## config.mk

```make
export PLATFORM = sky130hd
export DESIGN_NAME = obi_wb_win_bridge_flat
export DESIGN_NICKNAME = d
export VERILOG_FILES = /design/src/rtl/obi_wb_pkg.sv /design/src/rtl/obi_wb_win_bridge_if.sv /design/src/rtl/obi_wb_win_decode.sv /design/src/rtl/obi_wb_win_bridge.sv /design/src/flat_wrapper.sv
export SDC_FILE = /design/constraint.sdc
export NUM_CORES = 1
export LEC_CHECK = 0
export ABC_AREA = 1
export ABC_CLOCK_PERIOD_IN_PS = 1700
export CAP_MARGIN = 15
export CELL_PAD_IN_SITES_DETAIL_PLACEMENT = 1
export CELL_PAD_IN_SITES_GLOBAL_PLACEMENT = 2
export CORE_MARGIN = 4
export CORE_UTILIZATION = 22
export DETAILED_ROUTE_END_ITERATION = 12
export MAX_ROUTING_LAYER = met4
export PLACE_DENSITY_LB_ADDON = 0.05
export SLEW_MARGIN = 20
export SYNTH_ARGS = -nofsm -noshare
export SYNTH_HDL_FRONTEND = slang
export SYNTH_SLANG_ARGS = --single-unit
export TNS_END_PERCENT = 50
```

## constraint.sdc

```tcl
create_clock -name clk_i -period 1.7 [get_ports clk_i]
set_clock_uncertainty 0.1 [all_clocks]
set_input_delay 0.425 -clock clk_i [delete_from_list [all_inputs] [get_ports clk_i]]
set_output_delay 0.425 -clock clk_i [all_outputs]
set_load 0.01 [all_outputs]
```

## src/rtl/obi_wb_pkg.sv

```systemverilog
// Shared definitions for the OBI-to-Wishbone window bridge.
//   state_e       : bridge FSM states
//   DEF_WIN_SEL   : default select codes, index 0 in the LSBs
//   DEF_WIN_BASE  : default translated Wishbone bases, index 0 in the LSBs
//   idx_width()   : width of a window index for n windows (never below 1)
package obi_wb_pkg;

    typedef enum logic [1:0] {
        ST_IDLE = 2'd0,
        ST_BUS  = 2'd1,
        ST_RESP = 2'd2
    } state_e;

    localparam logic [15:0] DEF_WIN_SEL  = {8'h0F, 8'h0E};
    localparam logic [63:0] DEF_WIN_BASE = {32'h0000_2000, 32'h0000_4000};

    function automatic int idx_width(input int n);
        return (n > 1) ? $clog2(n) : 1;
    endfunction

endpackage

```

## src/rtl/obi_wb_win_bridge_if.sv

```systemverilog
// Bus bundles for the window bridge.
//   obi_if : OBI request/response channel. The slave modport is the bridge side.
//   wb_if  : classic Wishbone channel. The master modport is the bridge side.
//            dat_w carries master-to-slave data, dat_r slave-to-master data.
interface obi_if #(
    parameter int ADDR_W = 32,
    parameter int DATA_W = 32
);
    logic                  req;
    logic                  gnt;
    logic [ADDR_W-1:0]     addr;
    logic                  we;
    logic [DATA_W/8-1:0]   be;
    logic [DATA_W-1:0]     wdata;
    logic                  rvalid;
    logic [DATA_W-1:0]     rdata;
    logic                  err;

    modport master (output req, addr, we, be, wdata, input gnt, rvalid, rdata, err);
    modport slave  (input req, addr, we, be, wdata, output gnt, rvalid, rdata, err);
endinterface

interface wb_if #(
    parameter int ADDR_W = 32,
    parameter int DATA_W = 32
);
    logic [ADDR_W-1:0]     adr;
    logic [DATA_W-1:0]     dat_w;
    logic [DATA_W-1:0]     dat_r;
    logic                  we;
    logic [DATA_W/8-1:0]   sel;
    logic                  cyc;
    logic                  stb;
    logic                  ack;
    logic                  err;

    modport master (output adr, dat_w, we, sel, cyc, stb, input dat_r, ack, err);
    modport slave  (input adr, dat_w, we, sel, cyc, stb, output dat_r, ack, err);
endinterface

```

## src/rtl/obi_wb_win_decode.sv

```systemverilog
// Combinational window decoder.
//   addr_i : incoming OBI address
//   hit_o  : select field matches one of the windows
//   idx_o  : matching window index (lowest index wins)
//   xadr_o : WIN_BASE[idx] OR'd with the address, select field cleared
module obi_wb_win_decode
    import obi_wb_pkg::*;
#(
    parameter int                          ADDR_W   = 32,
    parameter int                          NUM_WIN  = 2,
    parameter int                          SEL_W    = 8,
    parameter logic [NUM_WIN*SEL_W-1:0]    WIN_SEL  = DEF_WIN_SEL,
    parameter logic [NUM_WIN*ADDR_W-1:0]   WIN_BASE = DEF_WIN_BASE,
    localparam int                         IDX_W    = idx_width(NUM_WIN)
) (
    input  logic [ADDR_W-1:0] addr_i,
    output logic              hit_o,
    output logic [IDX_W-1:0]  idx_o,
    output logic [ADDR_W-1:0] xadr_o
);

    localparam logic [ADDR_W-1:0] SEL_MASK = {{SEL_W{1'b1}}, {(ADDR_W-SEL_W){1'b0}}};

    // Walk from the highest index down so the lowest match is the last write.
    always_comb begin
        hit_o  = 1'b0;
        idx_o  = '0;
        xadr_o = '0;
        for (int i = NUM_WIN - 1; i >= 0; i--) begin
            if (addr_i[ADDR_W-1 -: SEL_W] == WIN_SEL[i*SEL_W +: SEL_W]) begin
                hit_o  = 1'b1;
                idx_o  = IDX_W'(i);
                xadr_o = WIN_BASE[i*ADDR_W +: ADDR_W] | (addr_i & ~SEL_MASK);
            end
        end
    end

endmodule

```

## src/rtl/obi_wb_win_bridge.sv

```systemverilog
// OBI slave to Wishbone master bridge with address windows and a wait timeout.
//   clk_i, rst_ni : clock, asynchronous active-low reset
//   obi           : OBI slave side (one outstanding transaction)
//   wb            : Wishbone master side
//   tmo_o         : one-cycle pulse when a Wishbone transfer is aborted by timeout
//
// state   | meaning
// IDLE    | waiting for req; gnt follows req combinationally
// BUS     | Wishbone cycle active, waiting for ack/err or timeout
// RESP    | rvalid for one cycle, then back to IDLE
module obi_wb_win_bridge
    import obi_wb_pkg::*;
#(
    parameter int                          ADDR_W   = 32,
    parameter int                          DATA_W   = 32,
    parameter int                          NUM_WIN  = 2,
    parameter int                          SEL_W    = 8,
    parameter logic [NUM_WIN*SEL_W-1:0]    WIN_SEL  = DEF_WIN_SEL,
    parameter logic [NUM_WIN*ADDR_W-1:0]   WIN_BASE = DEF_WIN_BASE,
    parameter int                          TIMEOUT  = 255
) (
    input  logic    clk_i,
    input  logic    rst_ni,
    obi_if.slave    obi,
    wb_if.master    wb,
    output logic    tmo_o
);

    localparam int                IDX_W    = idx_width(NUM_WIN);
    localparam int                CNT_W    = (TIMEOUT > 1) ? $clog2(TIMEOUT) : 1;
    localparam logic [CNT_W-1:0]  CNT_LAST = CNT_W'(TIMEOUT - 1);

    state_e                state_q, state_d;
    logic [CNT_W-1:0]      cnt_q, cnt_d;
    logic [ADDR_W-1:0]     adr_q, adr_d;
    logic [DATA_W-1:0]     dat_q, dat_d;
    logic                  we_q, we_d;
    logic [DATA_W/8-1:0]   sel_q, sel_d;
    logic [DATA_W-1:0]     rdata_q, rdata_d;
    logic                  err_q, err_d;
    logic                  tmo_q, tmo_d;

    logic                  dec_hit;
    logic [IDX_W-1:0]      dec_idx;
    logic [ADDR_W-1:0]     dec_xadr;
    logic                  win_hit;

    obi_wb_win_decode #(
        .ADDR_W   (ADDR_W),
        .NUM_WIN  (NUM_WIN),
        .SEL_W    (SEL_W),
        .WIN_SEL  (WIN_SEL),
        .WIN_BASE (WIN_BASE)
    ) u_decode (
        .addr_i (obi.addr),
        .hit_o  (dec_hit),
        .idx_o  (dec_idx),
        .xadr_o (dec_xadr)
    );

    // Index range guard keeps a non-power-of-two window count from aliasing.
    assign win_hit = dec_hit && (int'(dec_idx) < NUM_WIN);

    always_ff @(posedge clk_i or negedge rst_ni) begin
        if (!rst_ni) begin
            state_q <= ST_IDLE;
            cnt_q   <= '0;
            adr_q   <= '0;
            dat_q   <= '0;
            we_q    <= 1'b0;
            sel_q   <= '0;
            rdata_q <= '0;
            err_q   <= 1'b0;
            tmo_q   <= 1'b0;
        end else begin
            state_q <= state_d;
            cnt_q   <= cnt_d;
            adr_q   <= adr_d;
            dat_q   <= dat_d;
            we_q    <= we_d;
            sel_q   <= sel_d;
            rdata_q <= rdata_d;
            err_q   <= err_d;
            tmo_q   <= tmo_d;
        end
    end

    always_comb begin
        state_d = state_q;
        cnt_d   = cnt_q;
        adr_d   = adr_q;
        dat_d   = dat_q;
        we_d    = we_q;
        sel_d   = sel_q;
        rdata_d = rdata_q;
        err_d   = err_q;
        tmo_d   = 1'b0;
        obi.gnt = 1'b0;

        unique case (state_q)
            ST_IDLE: begin
                obi.gnt = obi.req;
                if (obi.req) begin
                    if (win_hit) begin
                        adr_d   = dec_xadr;
                        dat_d   = obi.wdata;
                        we_d    = obi.we;
                        sel_d   = obi.be;
                        cnt_d   = '0;
                        state_d = ST_BUS;
                    end else begin
                        rdata_d = '0;
                        err_d   = 1'b1;
                        state_d = ST_RESP;
                    end
                end
            end
            ST_BUS: begin
                // err beats ack, and either beats the timeout in the same cycle
                if (wb.err) begin
                    rdata_d = '0;
                    err_d   = 1'b1;
                    state_d = ST_RESP;
                end else if (wb.ack) begin
                    rdata_d = we_q ? '0 : wb.dat_r;
                    err_d   = 1'b0;
                    state_d = ST_RESP;
                end else if (cnt_q == CNT_LAST) begin
                    rdata_d = '0;
                    err_d   = 1'b1;
                    tmo_d   = 1'b1;
                    state_d = ST_RESP;
                end else begin
                    cnt_d   = cnt_q + 1'b1;
                end
            end
            ST_RESP: begin
                state_d = ST_IDLE;
            end
            default: begin
                state_d = ST_IDLE;
            end
        endcase
    end

    // cyc/stb decode straight from state so reset drops them without a clock.
    assign wb.cyc     = (state_q == ST_BUS);
    assign wb.stb     = (state_q == ST_BUS);
    assign wb.adr     = adr_q;
    assign wb.dat_w   = dat_q;
    assign wb.we      = we_q;
    assign wb.sel     = sel_q;
    assign obi.rvalid = (state_q == ST_RESP);
    assign obi.rdata  = rdata_q;
    assign obi.err    = err_q;
    assign tmo_o      = tmo_q;

endmodule

```

## src/flat_wrapper.sv

```systemverilog
// flat-port wrapper written by rule: the top's interface ports become plain ports
module obi_wb_win_bridge_flat import obi_wb_pkg::*;
#(
    parameter int                          ADDR_W   = 32,
    parameter int                          DATA_W   = 32,
    parameter int                          NUM_WIN  = 2,
    parameter int                          SEL_W    = 8,
    parameter logic [NUM_WIN*SEL_W-1:0]    WIN_SEL  = DEF_WIN_SEL,
    parameter logic [NUM_WIN*ADDR_W-1:0]   WIN_BASE = DEF_WIN_BASE,
    parameter int                          TIMEOUT  = 255
)
  (clk_i, rst_ni, tmo_o, obi_req, obi_addr, obi_we, obi_be, obi_wdata, obi_gnt, obi_rvalid, obi_rdata, obi_err, wb_adr, wb_dat_w, wb_we, wb_sel, wb_cyc, wb_stb, wb_dat_r, wb_ack, wb_err);
  obi_if #(.ADDR_W(ADDR_W), .DATA_W(DATA_W)) obi_i ();
  wb_if #(.ADDR_W(ADDR_W), .DATA_W(DATA_W)) wb_i ();
  input  logic clk_i;
  input  logic rst_ni;
  output logic tmo_o;
  input wire logic [$bits(obi_i.req)-1:0] obi_req;
  input wire logic [$bits(obi_i.addr)-1:0] obi_addr;
  input wire logic [$bits(obi_i.we)-1:0] obi_we;
  input wire logic [$bits(obi_i.be)-1:0] obi_be;
  input wire logic [$bits(obi_i.wdata)-1:0] obi_wdata;
  output wire logic [$bits(obi_i.gnt)-1:0] obi_gnt;
  output wire logic [$bits(obi_i.rvalid)-1:0] obi_rvalid;
  output wire logic [$bits(obi_i.rdata)-1:0] obi_rdata;
  output wire logic [$bits(obi_i.err)-1:0] obi_err;
  output wire logic [$bits(wb_i.adr)-1:0] wb_adr;
  output wire logic [$bits(wb_i.dat_w)-1:0] wb_dat_w;
  output wire logic [$bits(wb_i.we)-1:0] wb_we;
  output wire logic [$bits(wb_i.sel)-1:0] wb_sel;
  output wire logic [$bits(wb_i.cyc)-1:0] wb_cyc;
  output wire logic [$bits(wb_i.stb)-1:0] wb_stb;
  input wire logic [$bits(wb_i.dat_r)-1:0] wb_dat_r;
  input wire logic [$bits(wb_i.ack)-1:0] wb_ack;
  input wire logic [$bits(wb_i.err)-1:0] wb_err;
  assign obi_i.req = obi_req;
  assign obi_i.addr = obi_addr;
  assign obi_i.we = obi_we;
  assign obi_i.be = obi_be;
  assign obi_i.wdata = obi_wdata;
  assign obi_gnt = obi_i.gnt;
  assign obi_rvalid = obi_i.rvalid;
  assign obi_rdata = obi_i.rdata;
  assign obi_err = obi_i.err;
  assign wb_adr = wb_i.adr;
  assign wb_dat_w = wb_i.dat_w;
  assign wb_we = wb_i.we;
  assign wb_sel = wb_i.sel;
  assign wb_cyc = wb_i.cyc;
  assign wb_stb = wb_i.stb;
  assign wb_i.dat_r = wb_dat_r;
  assign wb_i.ack = wb_ack;
  assign wb_i.err = wb_err;
  obi_wb_win_bridge #(.ADDR_W(ADDR_W), .DATA_W(DATA_W), .NUM_WIN(NUM_WIN), .SEL_W(SEL_W), .WIN_SEL(WIN_SEL), .WIN_BASE(WIN_BASE), .TIMEOUT(TIMEOUT)) u_core (.clk_i(clk_i), .rst_ni(rst_ni), .obi(obi_i), .wb(wb_i), .tmo_o(tmo_o));
endmodule
```

==> results_tabular.tex <==
\begin{tabular}{lr}
\hline
Metric & Value \\
\hline
\multicolumn{2}{l}{\textbf{Setup path}} \\
R2R depth & 10 \\
Largest stage delay, worst path & approximately 0.41 ns \\
RR Startpoint & u\_core.cnt\_q[0] \\
Data arrival, critical path & 1.18 ns \\
CP Max Fanout & 3 \\
Req. time, crit path & roughly 1.2 ns \\
Cell breakdown of the critical path & buf\_4 > nor3\_4 > buf\_2 \\
Kind of end point of the critical path & output port \\
Setup slack of the most critical reg-to-reg path & -0.0009 ns \\
Type of the setup path with the least slack & reg2out \\
Type of origin of the critical path & register \\
End of the worst register-to-register path & u\_core.obi.rdata[30] \\
Slowest stage cell, crit path & sky130\_fd\_sc\_hd\_\_dfrtp\_2 \\
\multicolumn{2}{l}{\textbf{Place}} \\
IO Port Bufs & between 200 and 250 \\
Standard cell area after detailed placement & $\sim$6900 um\^{}2 \\
Final GP Congestion & around 0.76 \\
Placed wire-length estimate & about 11,000 um \\
\multicolumn{2}{l}{\textbf{Timing}} \\
Fin. max-slew vios & 0 \\
Setup violation total in the final timing report & 1 \\
Time the final worst path needs with I/O delays and setup & about 1.7 ns \\
Post-route setup TNS & -0.000870 ns \\
Slack of the critical path & -0.000870 ns \\
Worst hold slack & 0.372 ns \\
RSZ-0062 raised after global routing & yes \\
Tcrit/Tclk final & 1.00 \\
Maximum clock frequency & just under 600 MHz \\
Fin. Hold Viols & 0 \\
\multicolumn{2}{l}{\textbf{Hold path}} \\
Min-delay worst type & reg2reg \\
HP Start & u\_core.obi.rdata[6] \\
Worst Hold Path EP & u\_core.obi.rdata[6] \\
Hold path depth & 2 \\
\multicolumn{2}{l}{\textbf{Synthesis}} \\
Top cell types by occurrence after synthesis & 267 x sky130\_fd\_sc\_hd\_\_nand2\_1, 105 x sky130\_fd\_sc\_hd\_\_dfrtp\_1, 40 x sky130\_fd\_sc\_hd\_\_inv\_1 \\
Adder-Cell Fraction of Synth Area & 0.00568 \\
Synth async-reset ratio & 1.00 \\
Top post-synthesis cells by area & sky130\_fd\_sc\_hd\_\_dfrtp\_1 60\%, sky130\_fd\_sc\_hd\_\_nand2\_1 23\%, sky130\_fd\_sc\_hd\_\_inv\_1 3.4\%, sky130\_fd\_sc\_hd\_\_nand3\_1 2.2\%, sky130\_fd\_sc\_hd\_\_buf\_4 1.7\% \\
Portion of the post-synthesis area used by sequential elements & 0.596 \\
Compound-gate portion of the synthesized area & 0.0309 \\
Multiplexer area fraction after synthesis & 0 \\
Post-synthesis cell count & a little over 500 \\
Post-synth EDFFs & 0 \\
Simple-gate portion of the synthesized area & 0.282 \\
Number of synthesis warnings & 0 \\
Combinational family with the most area after synthesis & simple AND/OR/NAND/NOR gates \\
Syn avg cell area & 8.50 um\^{}2 \\
Top flip-flop cell by instance count after synthesis & sky130\_fd\_sc\_hd\_\_dfrtp\_1 \\
Leading cell type by number of instances after synthesis & sky130\_fd\_sc\_hd\_\_nand2\_1 \\
Post-Synth XOR/XNOR Area & 0.00397 \\
Area of the mapped netlist & about 4400 um\^{}2 \\
Yosys cell types & 27 \\
Cell accounting for the most synthesized area & sky130\_fd\_sc\_hd\_\_dfrtp\_1 \\
Top-area cell type share of the netlist area & 0.596 \\
Seq cells post-synth & approximately 110 \\
\multicolumn{2}{l}{\textbf{Drt}} \\
Wirelength, routed & approximately 16,000 um \\
Detail-routed via count per cell & 4.07 \\
Number of optimization iterations in the first detailed-route pass & 4 \\
Initial DRC count & 67 \\
Vias post-DR & 4,179 \\
Routed WL per cell & between 15 and 20 um \\
Antenna-violating nets left & 0 \\
Post-route DRC & 0 \\
\multicolumn{2}{l}{\textbf{Layout}} \\
Fill cell instance count of the final layout & around 2,300 \\
Layout cells sized above 1 & 0.173 \\
Count of nets after finishing & 865 \\
Number of antenna cells inserted & 0 \\
Final instance area & approximately 7600 um\^{}2 \\
Synthesis-to-layout area growth & 71.7\% \\
\multicolumn{2}{l}{\textbf{Pwr}} \\
Pleak & 4.32 nW \\
Power density over the cells & between 800 and 900 nW/um\^{}2 \\
Post-layout power & around 6.4 mW \\
Peak VDD IR & approximately 0.00048 V \\
\multicolumn{2}{l}{\textbf{CTS}} \\
CTS HTree Levels & 3 \\
CTS max path bufs & 2 \\
Total clock sinks & $\sim$110 \\
Clock latency of the later-clocked register in the worst-skew pair & between 0.3 and 0.4 ns \\
TritonCTS clock tree & built \\
Clk slew on worst S/H paths & roughly 0.07 ns \\
Clock buffers created by TritonCTS & 9 \\
Buffer type at the clock tree root & sky130\_fd\_sc\_hd\_\_clkbuf\_16 \\
\multicolumn{2}{l}{\textbf{Global routing}} \\
Total global-route track usage & 0.141 \\
Vias in the first global route & around 4,400 \\
Total congestion overflow & 0 \\
Pin count of the biggest net entering global routing & 35 \\
Initial antenna violation count & 0 \\
Global-route wire length before repair & $\sim$24,000 um \\
\multicolumn{2}{l}{\textbf{Floorplanning}} \\
Initial standard-cell utilization of the core & 0.225 \\
Number of top-level design ports & between 200 and 250 \\
Die area & around 22,000 um\^{}2 \\
Floorplan Core Area & just under 20,000 um\^{}2 \\
Die outline width & 150 um \\
Vertical extent of the die & 150 um \\
Row count & 51 \\
\multicolumn{2}{l}{\textbf{Status}} \\
Run status & finished, violations left \\
Failing checks & negative setup slack \\
\multicolumn{2}{l}{\textbf{Run}} \\
Maximum Capacitance Violations & 0 \\
\hline
\end{tabular}
logic make-up (layout without fill, tap and decap cells):
family | Yosys count | after routing
buf+inv | 72 | 307
simple gates | 311 | 311
flops | 105 | 105
xor+xnor | 2 | 2
fa+ha+maj | 2 | 2
other cells | 1 | 8
compound gates | 26 | 26
worst max path at each step:
stage                      endpoint              start  slack, ns  depth (start not counted)
2_1_floorplan  u_core.obi.rdata[10]    u_core.cnt_q[0]       0.23                         10
3_3_place_gp                obi_gnt            obi_req      -0.49                          4
3_5_place_dp                obi_gnt            obi_req      -0.51                          4
4_1_cts                     obi_gnt            obi_req      -0.11                          4
5_1_grt        u_core.obi.rdata[27]    u_core.cnt_q[0]      -0.07                         10
6_report                    obi_gnt  u_core.state_q[1]    -0.0009                          3
stage by stage:
| stage | std cells | worst slack, ns | utilization |
|---|---|---|---|
| global route | 1026 | -0.0701 | 0.386 |
| finish | 1026 | -0.000870 | 0.386 |
| floorplan | 526 | 0.233 | - |
| global placement | 995 | -0.494 | 0.352 |
| detailed placement | 995 | -0.510 | 0.352 |
| CTS | 1012 | -0.105 | 0.363 |
sequential cells by signal (all words and copies together) (netlist names):
name              flops
u_core.obi.rdata     32
u_core.wb.dat_w      32
u_core.wb.adr        24
u_core.cnt_q          8
u_core.wb.sel         4
u_core.state_q        2
u_core.obi.err        1
u_core.tmo_o          1
u_core.wb.we          1
routing by layer:
layer	vias to the layer above	GRT usage	routed length (um)
met3	11	0.0415	1100
li1	2027	-	-
met4	0	0.0481	214
met5	-	-	0
met1	2008	0.171	6960
met2	133	0.225	7790
worst max-delay path, delay by kind of cell, from the launching register on:
family,cells,cell delay (ns)
buf+inv,2,0.30
simple gates,1,0.12
flops,1,0.41
layout make-up:
class	count	area [um^2]	share of cell area
multi-input combinational	349	1700	0.225
inverter	43	164	0.0217
sequential	105	2630	0.347
clock inverter	2	38.8	0.00512
timing repair buffer	249	2450	0.324
clock buffer	13	250	0.0331
tap	265	332	0.0438
timing repair:
| action | 4_1_cts | 5_1_grt |
|---|---|---|
| hold buffers | 1 | 0 |
| setup buffers | 1 | 8 |
| endpoints found under the hold margin | 17 | 0 |
| endpoints found under the setup margin | 190 | 69 |
| resized for setup | 117 | 81 |
| cloned | 0 | 7 |
| pin swaps | 0 | 11 |
power breakdown:
part	internal, mW	switching [mW]	leakage, nW
clock network	1.18	0.945	0.140
registers	2.64	0.0797	1.45
logic	0.782	0.774	2.74
placed cells by master (no fill, tap or decap), types with 2 or more instances in the layout:
master and instances:
sky130_fd_sc_hd__nand2_1 224, sky130_fd_sc_hd__dfrtp_1 103, sky130_fd_sc_hd__clkdlybuf4s50_1 102, sky130_fd_sc_hd__dlygate4sd2_1 95
sky130_fd_sc_hd__inv_1 37, sky130_fd_sc_hd__nand2_2 31, sky130_fd_sc_hd__buf_4 29, sky130_fd_sc_hd__nand2_4 16
sky130_fd_sc_hd__nand3_1 16, sky130_fd_sc_hd__clkbuf_16 14, sky130_fd_sc_hd__o21ai_0 12, sky130_fd_sc_hd__o21ai_1 11
sky130_fd_sc_hd__conb_1 8, sky130_fd_sc_hd__buf_12 7, sky130_fd_sc_hd__nor2_1 6, sky130_fd_sc_hd__inv_2 5
sky130_fd_sc_hd__nor2_2 5, sky130_fd_sc_hd__nor2_4 3, sky130_fd_sc_hd__clkbuf_1 3, sky130_fd_sc_hd__buf_6 3
sky130_fd_sc_hd__buf_2 3, sky130_fd_sc_hd__nor3_1 2, sky130_fd_sc_hd__nand3_2 2, sky130_fd_sc_hd__nand3_4 2
sky130_fd_sc_hd__nand4_1 2, sky130_fd_sc_hd__buf_8 2, sky130_fd_sc_hd__dlymetal6s2s_1 2, sky130_fd_sc_hd__dfrtp_2 2
Note: power is estimated with default switching activity, not from simulation.
